**src/rtl/gps_emu_pkg.sv**
```systemverilog
// Shared types and constants for the GPS emulator configuration scheduler.
// Optional doppler ramp feature: GPS_EMU_DOPPLER_RAMP_EN.
package gps_emu_pkg;

   localparam int NSAT_DEFAULT = 4;
   localparam int CA_SEL_MAX   = 35;

   typedef logic [31:0] freq_t;
   typedef logic [15:0] gain_t;
   typedef logic [5:0]  ca_sel_t;

   typedef struct packed {
      freq_t   freq;
      gain_t   gain;
      ca_sel_t ca_sel;
      freq_t   rate;
   } sat_cfg_t;

   typedef enum logic {
      IDLE  = 1'b0,
      ARMED = 1'b1
   } sched_state_e;

   function automatic logic sat_in_range(input int unsigned sat,
                                         input int unsigned nsat);
      return sat < nsat;
   endfunction

endpackage

```
**src/rtl/gps_emu_scheduler_if.sv**
```systemverilog
// Host-side staging / commit port of the GPS emulator scheduler.
// Master is the host, slave is the scheduler.
interface gps_emu_scheduler_if
   import gps_emu_pkg::*;
#(
   parameter int NSAT = NSAT_DEFAULT
);

   localparam int SAT_W = $clog2(NSAT) + 1;

   logic             cfg_valid;
   logic             cfg_ready;
   logic [SAT_W-1:0] cfg_sat;
   freq_t            cfg_freq;
   gain_t            cfg_gain;
   ca_sel_t          cfg_ca_sel;
   freq_t            cfg_rate;
   logic             commit_req;
   logic             commit_run;
   logic             commit_ack;
   logic             cfg_err;

   modport master (
      output cfg_valid, cfg_sat, cfg_freq, cfg_gain,
      output cfg_ca_sel, cfg_rate, commit_req, commit_run,
      input  cfg_ready, commit_ack, cfg_err
   );

   modport slave (
      input  cfg_valid, cfg_sat, cfg_freq, cfg_gain,
      input  cfg_ca_sel, cfg_rate, commit_req, commit_run,
      output cfg_ready, commit_ack, cfg_err
   );

endinterface

```
**src/rtl/gps_emu_scheduler_epoch_timer.sv**
```systemverilog
// C/A epoch timer: free-running sample counter, end-of-epoch tick
// and a wrapping count of completed epochs.
module gps_epoch_timer #(
   parameter int CNT_W = 16
) (
   input  logic             clk,
   input  logic             reset,
   input  logic [31:0]      i_epoch_len,
   output logic             o_tick,
   output logic [CNT_W-1:0] o_epoch_cnt
);

   logic [31:0]      r_cnt;
   logic [31:0]      w_last;
   logic [CNT_W-1:0] r_epoch_cnt;

   // A zero length behaves as a one-clock epoch.
   assign w_last = (i_epoch_len == 32'd0) ? 32'd0 : i_epoch_len - 32'd1;

   // ">=" lets a shrinking length end the epoch immediately.
   assign o_tick = (r_cnt >= w_last);

   always_ff @(posedge clk) begin
      if (reset) begin
         r_cnt       <= 32'd0;
         r_epoch_cnt <= '0;
      end else if (o_tick) begin
         r_cnt       <= 32'd0;
         r_epoch_cnt <= r_epoch_cnt + 1'b1;
      end else begin
         r_cnt <= r_cnt + 32'd1;
      end
   end

   assign o_epoch_cnt = r_epoch_cnt;

endmodule

```
**src/rtl/gps_emu_scheduler.sv**
```systemverilog
// Stages per-satellite settings in shadows and applies them atomically
// on the next C/A epoch boundary. Ramp option: GPS_EMU_DOPPLER_RAMP_EN.
module gps_emu_scheduler
   import gps_emu_pkg::*;
#(
   parameter int NSAT        = NSAT_DEFAULT,
   parameter int EPOCH_CNT_W = 16
) (
   input  logic                   clk,
   input  logic                   reset,
   input  logic [31:0]            epoch_len,
   gps_emu_scheduler_if.slave     host,
   output logic                   epoch_tick,
   output logic [EPOCH_CNT_W-1:0] epoch_cnt,
   output logic                   enable,
   output freq_t   [NSAT-1:0]     freq,
   output gain_t   [NSAT-1:0]     gain,
   output ca_sel_t [NSAT-1:0]     ca_sel
);

   localparam int SAT_W = $clog2(NSAT) + 1;

   sched_state_e r_state;
   sched_state_e w_next;

   logic w_ready;
   logic w_wr;
   logic w_sat_ok;
   logic w_commit;
   logic w_tick;

   freq_t   r_sh_freq [NSAT];
   gain_t   r_sh_gain [NSAT];
   ca_sel_t r_sh_ca   [NSAT];

   freq_t   [NSAT-1:0] r_freq;
   gain_t   [NSAT-1:0] r_gain;
   ca_sel_t [NSAT-1:0] r_ca;

   logic r_run;
   logic r_enable;
   logic r_ack;
   logic r_err;

`ifdef GPS_EMU_DOPPLER_RAMP_EN
   freq_t r_sh_rate  [NSAT];
   freq_t r_rate_act [NSAT];
`else
   logic w_unused_rate;
   assign w_unused_rate = ^host.cfg_rate;
`endif

   gps_epoch_timer #(
      .CNT_W (EPOCH_CNT_W)
   ) u_timer (
      .clk         (clk),
      .reset       (reset),
      .i_epoch_len (epoch_len),
      .o_tick      (w_tick),
      .o_epoch_cnt (epoch_cnt)
   );

   assign w_wr     = host.cfg_valid && w_ready;
   assign w_sat_ok = sat_in_range(32'(host.cfg_sat), NSAT);
   assign w_commit = (r_state == ARMED) && w_tick;

   always_ff @(posedge clk) begin
      if (reset) begin
         r_state <= IDLE;
      end else begin
         r_state <= w_next;
      end
   end

   // Arming in a tick cycle waits for the following tick.
   always_comb begin
      w_next  = r_state;
      w_ready = 1'b0;
      unique case (r_state)
         IDLE: begin
            w_ready = 1'b1;
            if (host.commit_req) begin
               w_next = ARMED;
            end
         end
         ARMED: begin
            if (w_tick) begin
               w_next = IDLE;
            end
         end
         default: begin
            w_next = IDLE;
         end
      endcase
   end

   always_ff @(posedge clk) begin
      if (reset) begin
         for (int i = 0; i < NSAT; i++) begin
            r_sh_freq[i] <= '0;
            r_sh_gain[i] <= '0;
            r_sh_ca[i]   <= '0;
`ifdef GPS_EMU_DOPPLER_RAMP_EN
            r_sh_rate[i] <= '0;
`endif
         end
         r_run <= 1'b0;
         r_err <= 1'b0;
      end else begin
         if (w_wr && !w_sat_ok) begin
            r_err <= 1'b1;
         end
         for (int i = 0; i < NSAT; i++) begin
            if (w_wr && host.cfg_sat == SAT_W'(i)) begin
               r_sh_freq[i] <= host.cfg_freq;
               r_sh_gain[i] <= host.cfg_gain;
               r_sh_ca[i]   <= host.cfg_ca_sel;
`ifdef GPS_EMU_DOPPLER_RAMP_EN
               r_sh_rate[i] <= host.cfg_rate;
`endif
            end
         end
         if (w_ready && host.commit_req) begin
            r_run <= host.commit_run;
         end
      end
   end

   always_ff @(posedge clk) begin
      if (reset) begin
         r_freq   <= '0;
         r_gain   <= '0;
         r_ca     <= '0;
         r_enable <= 1'b0;
         r_ack    <= 1'b0;
`ifdef GPS_EMU_DOPPLER_RAMP_EN
         for (int i = 0; i < NSAT; i++) begin
            r_rate_act[i] <= '0;
         end
`endif
      end else begin
         r_ack <= w_commit;
         if (w_commit) begin
            for (int i = 0; i < NSAT; i++) begin
               r_freq[i] <= r_sh_freq[i];
               r_gain[i] <= r_sh_gain[i];
               r_ca[i]   <= r_sh_ca[i];
`ifdef GPS_EMU_DOPPLER_RAMP_EN
               r_rate_act[i] <= r_sh_rate[i];
`endif
            end
            r_enable <= r_run;
         end
`ifdef GPS_EMU_DOPPLER_RAMP_EN
         else if (w_tick && r_enable) begin
            for (int i = 0; i < NSAT; i++) begin
               r_freq[i] <= r_freq[i] + r_rate_act[i];
            end
         end
`endif
      end
   end

   assign host.cfg_ready  = w_ready;
   assign host.commit_ack = r_ack;
   assign host.cfg_err    = r_err;

   assign epoch_tick = w_tick;
   assign enable     = r_enable;
   assign freq       = r_freq;
   assign gain       = r_gain;
   assign ca_sel     = r_ca;

endmodule

```
**src/flat_wrapper.sv**
```systemverilog
// flat-port wrapper written by rule: the top's interface ports become plain ports
module gps_emu_scheduler_flat import gps_emu_pkg::*;
#(
   parameter int NSAT        = NSAT_DEFAULT,
   parameter int EPOCH_CNT_W = 16
)
  (clk, reset, epoch_len, epoch_tick, epoch_cnt, enable, freq, gain, ca_sel, host_cfg_valid, host_cfg_sat, host_cfg_freq, host_cfg_gain, host_cfg_ca_sel, host_cfg_rate, host_commit_req, host_commit_run, host_cfg_ready, host_commit_ack, host_cfg_err);
  gps_emu_scheduler_if #(.NSAT(NSAT)) host_i ();
  input  logic clk;
  input  logic reset;
  input  logic [31:0] epoch_len;
  output logic epoch_tick;
  output logic [EPOCH_CNT_W-1:0] epoch_cnt;
  output logic enable;
  output freq_t   [NSAT-1:0] freq;
  output gain_t   [NSAT-1:0] gain;
  output ca_sel_t [NSAT-1:0] ca_sel;
  input wire logic [$bits(host_i.cfg_valid)-1:0] host_cfg_valid;
  input wire logic [$bits(host_i.cfg_sat)-1:0] host_cfg_sat;
  input wire logic [$bits(host_i.cfg_freq)-1:0] host_cfg_freq;
  input wire logic [$bits(host_i.cfg_gain)-1:0] host_cfg_gain;
  input wire logic [$bits(host_i.cfg_ca_sel)-1:0] host_cfg_ca_sel;
  input wire logic [$bits(host_i.cfg_rate)-1:0] host_cfg_rate;
  input wire logic [$bits(host_i.commit_req)-1:0] host_commit_req;
  input wire logic [$bits(host_i.commit_run)-1:0] host_commit_run;
  output wire logic [$bits(host_i.cfg_ready)-1:0] host_cfg_ready;
  output wire logic [$bits(host_i.commit_ack)-1:0] host_commit_ack;
  output wire logic [$bits(host_i.cfg_err)-1:0] host_cfg_err;
  assign host_i.cfg_valid = host_cfg_valid;
  assign host_i.cfg_sat = host_cfg_sat;
  assign host_i.cfg_freq = host_cfg_freq;
  assign host_i.cfg_gain = host_cfg_gain;
  assign host_i.cfg_ca_sel = host_cfg_ca_sel;
  assign host_i.cfg_rate = host_cfg_rate;
  assign host_i.commit_req = host_commit_req;
  assign host_i.commit_run = host_commit_run;
  assign host_cfg_ready = host_i.cfg_ready;
  assign host_commit_ack = host_i.commit_ack;
  assign host_cfg_err = host_i.cfg_err;
  gps_emu_scheduler #(.NSAT(NSAT), .EPOCH_CNT_W(EPOCH_CNT_W)) u_core (.clk(clk), .reset(reset), .epoch_len(epoch_len), .host(host_i), .epoch_tick(epoch_tick), .epoch_cnt(epoch_cnt), .enable(enable), .freq(freq), .gain(gain), .ca_sel(ca_sel));
endmodule
```
**config.mk**
```make
export PLATFORM = sky130hd
export DESIGN_NAME = gps_emu_scheduler_flat
export DESIGN_NICKNAME = d
export VERILOG_FILES = /design/src/rtl/gps_emu_pkg.sv /design/src/rtl/gps_emu_scheduler_if.sv /design/src/rtl/gps_emu_scheduler_epoch_timer.sv /design/src/rtl/gps_emu_scheduler.sv /design/src/flat_wrapper.sv
export SDC_FILE = /design/constraint.sdc
export NUM_CORES = 1
export LEC_CHECK = 0
export BUFFER_PORTS_ARGS = -buffer_cell sky130_fd_sc_hd__buf_2
export CAP_MARGIN = 5
export CORE_MARGIN = 2
export CORE_UTILIZATION = 55
export DETAILED_ROUTE_END_ITERATION = 7
export PLACE_DENSITY = 0.79
export SETUP_SLACK_MARGIN = 0.1
export SLEW_MARGIN = 30
export SYNTH_ARGS = -nofsm -noshare
export SYNTH_HDL_FRONTEND = slang
export SYNTH_SLANG_ARGS = --single-unit
```
**constraint.sdc**
```tcl
create_clock -name clk -period 6.2 [get_ports clk]
set_clock_uncertainty 0.1 [all_clocks]
set_input_delay 0.31 -clock clk [delete_from_list [all_inputs] [get_ports clk]]
set_output_delay 0.31 -clock clk [all_outputs]
set_load 0.01 [all_outputs]
```
==> results by group, run 1 <==
Setup path
  • Kind of start point of the critical path: input pin
  • Type of the worst setup path: in -> out
  • Crit path arrival time: 4.45 ns
  • Cells on worst reg2reg path: 10
  • Maximum fanout encountered on the critical timing path: 31
  • Endpoint of the most critical register-to-register path: freq[26]
  • Worst-case register-to-register setup slack: 3.00 ns
  • Critical Path Sink Type: output port
  • Data required time of the critical path: 5.79 ns
  • Startpoint of the worst-slack reg-to-reg timing path: u_core.u_timer.r_cnt[0]

Placement
  • Placed cell areas: 21,100 µm²
  • Dpl hpwl: 29.5 mm
  • Placer Congestion: 0.900
  • Pre-CTS setup slack: 1.02 ns
  • Quantity of I/O buffers inserted on ports: 330
  • Placed cells: 2,559

GRT
  • Pin count of the biggest net entering global routing: 133
  • Tot GR Track Use: 26.4%
  • Via count of the first global-routing pass: 14.2k
  • Number of antenna violations at the first check in global routing: 3
  • Wire length of the first global-routing pass: 75.4 mm
  • Total congestion overflow: 0

STA
  • Normalized max-slew margin: 38.2%
  • Fmax: 0.206 GHz
  • Total of endpoints with negative setup slack in the final report: 0
  • Final critical-path required period: 4.86 ns
  • Final Max Slew Viols: 0
  • Post-route worst setup slack: 1.34 ns
  • Number of hold violations in the final report: 0
  • RSZ-0062 raised after global routing: false
  • Total negative setup slack: 0 ns
  • Final Cycle Share: 78.5%
  • Slew of the pin with the lowest slew margin: 0.928 ns
  • Minimum hold slack: 0.0159 ns

Min path
  • Type of the most critical hold path: in -> reg
  • Capture endpoint of the worst hold path: u_core.r_sh_gain[2][7]
  • Worst hold path startpoint: host_cfg_gain[7]
  • Worst Hold Path Cells: 2

Synthesis
  • Biggest area consumer among synthesized cells: edfxtp_1
  • Proportion of register bits with asynchronous set or reset after synthesis: 0%
  • Top cell type's share of synthesized area: 34.0%
  • Synthesized netlist net count: 2,029
  • Count of yosys warnings during synthesis: 0
  • Synth Cell Area: 19,100 µm²
  • Synth cell types: 53
  • Share of cell area taken by muxes after synthesis: 0.223%
  • Syn avg cell area: 10.2 µm²
  • Post-synth top flop: dfxtp_1
  • Top cells by area, synth: edfxtp_1 34%, dfxtp_1 28%, nand2_1 9.6%
  • Number of synthesized flops with an enable pin: 216
  • Seq/Total Area, Yosys: 62.2%
  • Register bit total from synthesis: 485
  • Xor-xnor portion of the synthesized cell area: 2.84%
  • Main combinational cell family by area after synthesis: simple AND/OR/NAND/NOR gates
  • Area share of fa/ha/maj cells after synthesis: 2.36%
  • Area fraction in and, or, nand and nor cells after synthesis: 21.7%
  • Area fraction in compound gates after synthesis: 7.75%
  • Gate count after technology mapping: 1,867

Route
  • Detailed Route WL: 48.9 mm
  • Number of iterations in the first detailed-routing pass: 5
  • DRC Markers: 0
  • Via count of the routed design: 14.6k
  • Average via count per standard cell: 5.39
  • Post-Route M1 WL: 19.5 mm
  • Number of DRC violations after detailed-routing iteration 0: 937
  • Post-detailed-route count of antenna-violating nets: 0
  • Met3 wire length: 3.69 mm
  • Routed wire length per instance: 18.0 µm
  • Routed length on met2: 24.0 mm
  • Uppermost routed layer: met4

CTS
  • TritonCTS clock tree: yes
  • Count of cells resized by post-cts repair: 0
  • Clk_lat worst skew: 0.57 ns
  • Clock net sink count: 485
  • Number of levels in the clock H-tree: 2
  • Clock slew seen by the registers of the worst setup and hold paths: 0.06 ns
  • Post-CTS Setup Repair Bufs: 0
  • Number of CTS-inserted buffers: 49
  • # hold bufs at CTS: 55
  • Buffer depth of the longest clock path: 3
  • Clock tree root driver cell: clkbuf_16

Power and ir drop
  • Power density normalized to cell area: 292 nW/µm²
  • Maximum VDD drop: 0.230 mV
  • Leakage power total: 0.00947 µW

Floorplan
  • Initial cell density of the core: 55.5%
  • Area of the core: 34,400 µm²
  • Die outline width: 190 µm
  • Count of standard-cell rows: 68
  • Die extent in y: 190 µm
  • Die Outline Area: 36,200 µm²
  • I/O pin cnt: 363

Status
  • Status: complete, no violations

Flow run
  • Max-cap viol count: 0

Finish
  • Total non-filler cell area in the finished layout: 23,400 µm²
  • Fill cell count: 2,525
  • Final std cells w/o fill: 2,712
  • Number of nets in the layout: 2,375
  • Area grow syn2layout: 22.8%
  • Layout cells sized above 1: 20.4%
-- cell type report --
cell class | instances | area [µm²] | area share [%]
clock buffers | 62 | 1370 | 5.83
diodes | 3 | 7.51 | 0.0320
well taps | 455 | 569 | 2.43
inverters | 16 | 60.1 | 0.256
multi-input cells | 1260 | 6740 | 28.8
flip-flops and latches | 485 | 11900 | 50.6
clock inverters | 30 | 394 | 1.68
repair buffers | 401 | 2430 | 10.4
-- worst max path at each step --
| stage | startpoint | end | slack, ns |
|---|---|---|---|
| 2_1_floorplan | epoch_len[23] | epoch_tick | 1.98 |
| 3_3_place_gp | epoch_len[23] | u_core.u_timer.r_cnt[18] | 1.13 |
| 3_5_place_dp | epoch_len[23] | u_core.u_timer.r_cnt[16] | 1.02 |
| 4_1_cts | epoch_len[23] | epoch_tick | 1.34 |
| 5_1_grt | epoch_len[23] | epoch_tick | 1.01 |
| 6_report | epoch_len[23] | epoch_tick | 1.34 |
-- metrics by stage --
| step | total power, µW | util (%) |
|---|---|---|
| global route | 7020 | 68.2 |
| finish | 6840 | 68.2 |
| detailed placement | 3700 | 61.3 |
| floorplan | 3590 | - |
| global placement | 3690 | 61.2 |
| CTS | 6870 | 68.0 |
-- per-layer routing --
layer	vias to the layer above	global-route usage, %
met3	107	6.29
met1	7009	32.8
li1	6959	-
met4	0	10.2
met5	-	0
met2	538	44.7
-- kinds of logic after synthesis --
group,after synthesis
simple gates,881
flops,485
compound gates,277
buf+inv,122
xor+xnor,62
fa+ha+maj,36
mux,4
-- worst max-delay path: stages --
cell	delay, ns
buf_2	0.11
or4_4	0.54
or3_4	0.36
or4_4	0.46
nor3_4	0.22
nand3_4	0.36
nand2_1	0.18
ha_1	0.25
a21oi_1	0.14
o21ai_0	0.14
a221oi_1	0.43
o21ai_1	0.27
nor2_1	0.16
buf_4	0.24
inv_1	0.12
buf_2	0.15
-- registers in the layout, summed over array words and instances, names as in the netlist --
register	count
u_core.r_sh_freq	128
u_core.freq	31
freq	97
u_core.u_timer.o_epoch_cnt	16
u_core.enable	1
u_core.r_state	1
u_core.host.cfg_err	1
u_core.r_sh_gain	64
ca_sel	24
u_core.u_timer.r_cnt	32
u_core.r_run	1
gain	64
u_core.host.commit_ack	1
u_core.r_sh_ca	24
-- where the power goes --
part	internal (µW)	total, µW	switching, µW
Clock	1910	3170	1260
Combinational	88.5	239	150
Sequential	3400	3420	21.9
Total	5400	6840	1440
-- Yosys cell counts, types with 2 or more instances --
library cell and n:
xnor2_1 25, inv_1 16, and4_1 3, buf_6 3, o21ai_1 2, nor2_1 65
ha_1 36, edfxtp_1 216, o31ai_1 5, nor3_1 17, and3_1 6, a21oi_1 238
mux2i_1 2, a31oi_1 2, nand4_1 16, or4_1 6, nand2_2 7, nor4b_1 2
nor4_1 5, nand2_1 486, buf_1 4, mux2_2 2, dfxtp_1 269, clkbuf_1 61
and2_1 217, a31o_2 5, a21o_1 2, nand3b_1 2, buf_4 11, a221oi_1 2
or3_1 7, nand3_1 22, buf_2 27, o21ai_0 11, nor2b_1 5, a211oi_1 3
or4_4 2, xor2_1 37, nand2b_1 6
-- placed cells by master, fill, tap and decap left out, drive strengths merged, types with 14 or more instances in the layout --
cell type / instances
nand4: 16
and2: 217
nand2: 493
dlygate4sd3: 55
ha: 36
o21ai: 14
edfxtp: 216
nor2: 65
dfxtp: 269
inv: 21
clkbuf: 63
buf: 345
xor2: 37
nand3: 23
a21oi: 238
xnor2: 25
nor3: 18
Note: power is estimated with default switching activity, not from simulation.
==> run 2: changes to the inputs <==
Settings changed: CORE_UTILIZATION 55 to 50, PLACE_DENSITY 0.79 to 0.76.
Clock period 6.2 ns to 4.26 ns, I/O delays scaled along.
==> results by group, run 2 (synthesis results as in run 1) <==
STA
  • Number of hold violations in the final report: 0
  • Normalized max-slew margin: 28.3%
  • RSZ-0062 raised after global routing: true
  • Final critical-path required period: 4.20 ns
  • Total of endpoints with negative setup slack in the final report: 0
  • Slew of the pin with the lowest slew margin: 1.07 ns
  • Fmax: 0.238 GHz
  • Minimum hold slack: 0.0354 ns
  • Final Cycle Share: 98.6%
  • Final Max Slew Viols: 0

Power and ir drop
  • Logic gate share of total power: 3.8%
  • Power density normalized to cell area: 394 nW/µm²
  • Switching power total: 2000 µW
  • Switching power share of the total: 20.6%
  • Share of power burned in registers: 51.3%
  • Clock network power share: 45.0%
  • Cell-internal power: 7720 µW
  • Maximum VDD drop: 0.366 mV
  • Sum of internal, switching and leakage power: 9720 µW
  • Leakage power total: 0.0101 µW

Min path
  • Type of the most critical hold path: in -> reg
  • Worst hold path startpoint: host_commit_req

Finish
  • Area grow syn2layout: 29.3%
  • Total non-filler cell area in the finished layout: 24,700 µm²
  • Most common cell after layout, fill and taps aside: nand2_1
  • Final std cells w/o fill: 2,849
  • Register with the most flip-flops: u_core.r_sh_freq
  • Layout cells sized above 1: 23.8%
  • Highest-count cells in the layout ignoring fill and taps: 485 x nand2_1, 329 x buf_2, 269 x dfxtp_1
  • Number of flip-flops in the largest register: 128
  • Number of nets in the layout: 2,461

CTS
  • Buffer depth of the longest clock path: 3
  • Clock slew seen by the registers of the worst setup and hold paths: 0.06 ns
  • Number of CTS-inserted buffers: 47
  • Number of levels in the clock H-tree: 2
  • Clk_lat worst skew: 0.57 ns
  • Clock tree root driver cell: clkbuf_16
  • TritonCTS clock tree: yes
  • Clock net sink count: 485

Floorplan
  • Count of standard-cell rows: 71
  • Initial cell density of the core: 50.7%
  • Die extent in y: 199 µm
  • Die outline width: 199 µm
  • Die Outline Area: 39,800 µm²
  • Area of the core: 37,700 µm²
  • I/O pin cnt: 363

Route
  • Via count of the routed design: 15.1k
  • Number of DRC violations after detailed-routing iteration 0: 927
  • Detailed Route WL: 52.2 mm
  • DRC Markers: 0
  • Routed wire length per instance: 18.3 µm
  • Post-detailed-route count of antenna-violating nets: 0
  • Number of iterations in the first detailed-routing pass: 5
  • Average via count per standard cell: 5.28

GRT
  • Total congestion overflow: 0
  • Tot GR Track Use: 25.3%
  • Pin count of the biggest net entering global routing: 152
  • Via count of the first global-routing pass: 14.7k
  • Wire length of the first global-routing pass: 78.2 mm
  • Number of antenna violations at the first check in global routing: 2

Setup path
  • Cell with the biggest individual delay on the critical path: or4_4
  • Type of the worst setup path: in -> reg
  • Crit path arrival time: 4.58 ns
  • Startpoint of the worst-slack reg-to-reg timing path: u_core.u_timer.r_cnt[0]
  • Max incr delay on CP: 0.53 ns
  • Critical Path Sink Type: flip-flop
  • Data required time of the critical path: 4.64 ns
  • Maximum fanout encountered on the critical timing path: 18
  • Family with the most delay on the worst path: simple AND/OR/NAND/NOR gates
  • Kind of start point of the critical path: input pin
  • Critical Path Start: epoch_len[23]
  • Cells traversed along the worst timing path: buf_2, or4_4, or3_4, or4_4, nor3_4, buf_4, nand3_4, or2b_1, ha_1, a2111o_1, a311oi_4, a31oi_4, buf_4, o21ai_4, buf_12, buf_12, clkbuf_16, nand2_1, a21oi_1
  • CP bufs+invs: 6

Placement
  • Dpl hpwl: 32.7 mm
  • Placed cell areas: 21,800 µm²
  • Placer Congestion: 0.855
  • Quantity of I/O buffers inserted on ports: 330
  • Placed cells: 2,677

Flow run
  • Max-cap viol count: 0

Status
  • Status: complete, no violations
==> run 2: cell types whose count changed in the layout (fill, tap and decap cells not counted), sizes merged <==
cell,before,now
clkinv,12,13
bufinv,8,7
clkinvlp,5,0
diode,3,2
dlygate4sd3,55,57
nand3,23,24
buf,345,424
inv,21,17
clkbuf,63,72
==> run 2: power by group through the flow <==
stage | combinational (µW) | clock, µW | sequential, µW
after floorplan | 148 | 0 | 5070
after global placement | 297 | 0 | 5080
after detailed placement | 307 | 0 | 5080
after CTS | 354 | 4420 | 4980
after global routing | 397 | 4610 | 4990
final | 367 | 4370 | 4980
==> run 2: area by class of cell <==
class                      instances  area (µm²)
antenna                            2        5.00
clock buffer                      65        1350
clock inverter                    21         283
fill                            2893       13000
inverter                          16        60.1
multi-input combinational       1261        6900
sequential                       485       11900
tap                              511         639
timing repair buffer             488        3570
==> run 2: stage by stage <==
stage	utilization (%)	setup WS, ns	TNS [ns]
after floorplan	-	0.176	0
after global placement	58.0	-0.242	-49.15
after detailed placement	58.0	-0.330	-69.77
after CTS	64.0	0.0510	0
after global routing	65.5	-0.109	-3.78
final	65.5	0.0584	0
==> run 2: tightest hold or removal path: cells and delay by family <==
family	cells	cell delay, ns
AO/OA/AOI/OAI	1	0.12
AND/OR/NAND/NOR	2	0.20
buffers and inverters	1	0.11
==> run 2: worst paths after layout <==
check / to / depth (start not counted) / slack, ns
max: freq[2] / 19 / 0.06
min: u_core.r_state / 4 / 0.04
max reg2reg: freq[2] / 13 / 1.06
min reg2reg: ca_sel[0] / 2 / 0.35
==> run 2: timing repair <==
action | CTS | global route
gates cloned | 1 | 7
setup buffers | 5 | 11
hold buffers | 57 | 0
resized for setup | 4 | 31
endpoints found under the setup margin | 1 | 258
endpoints found under the hold margin | 218 | 0
pin swaps | 6 | 12
==> run 2: metal layers <==
metal | vias to the layer above | part of all wire [%] | wire length [µm] | global-route usage, %
li1 | 7142 | - | - | -
met1 | 7283 | 41 | 21200 | 31.7
met2 | 505 | 49 | 25400 | 43.1
met3 | 121 | 7.2 | 3750 | 5.28
met4 | 0 | 3.4 | 1790 | 10.0
met5 | - | 0 | 0 | 0
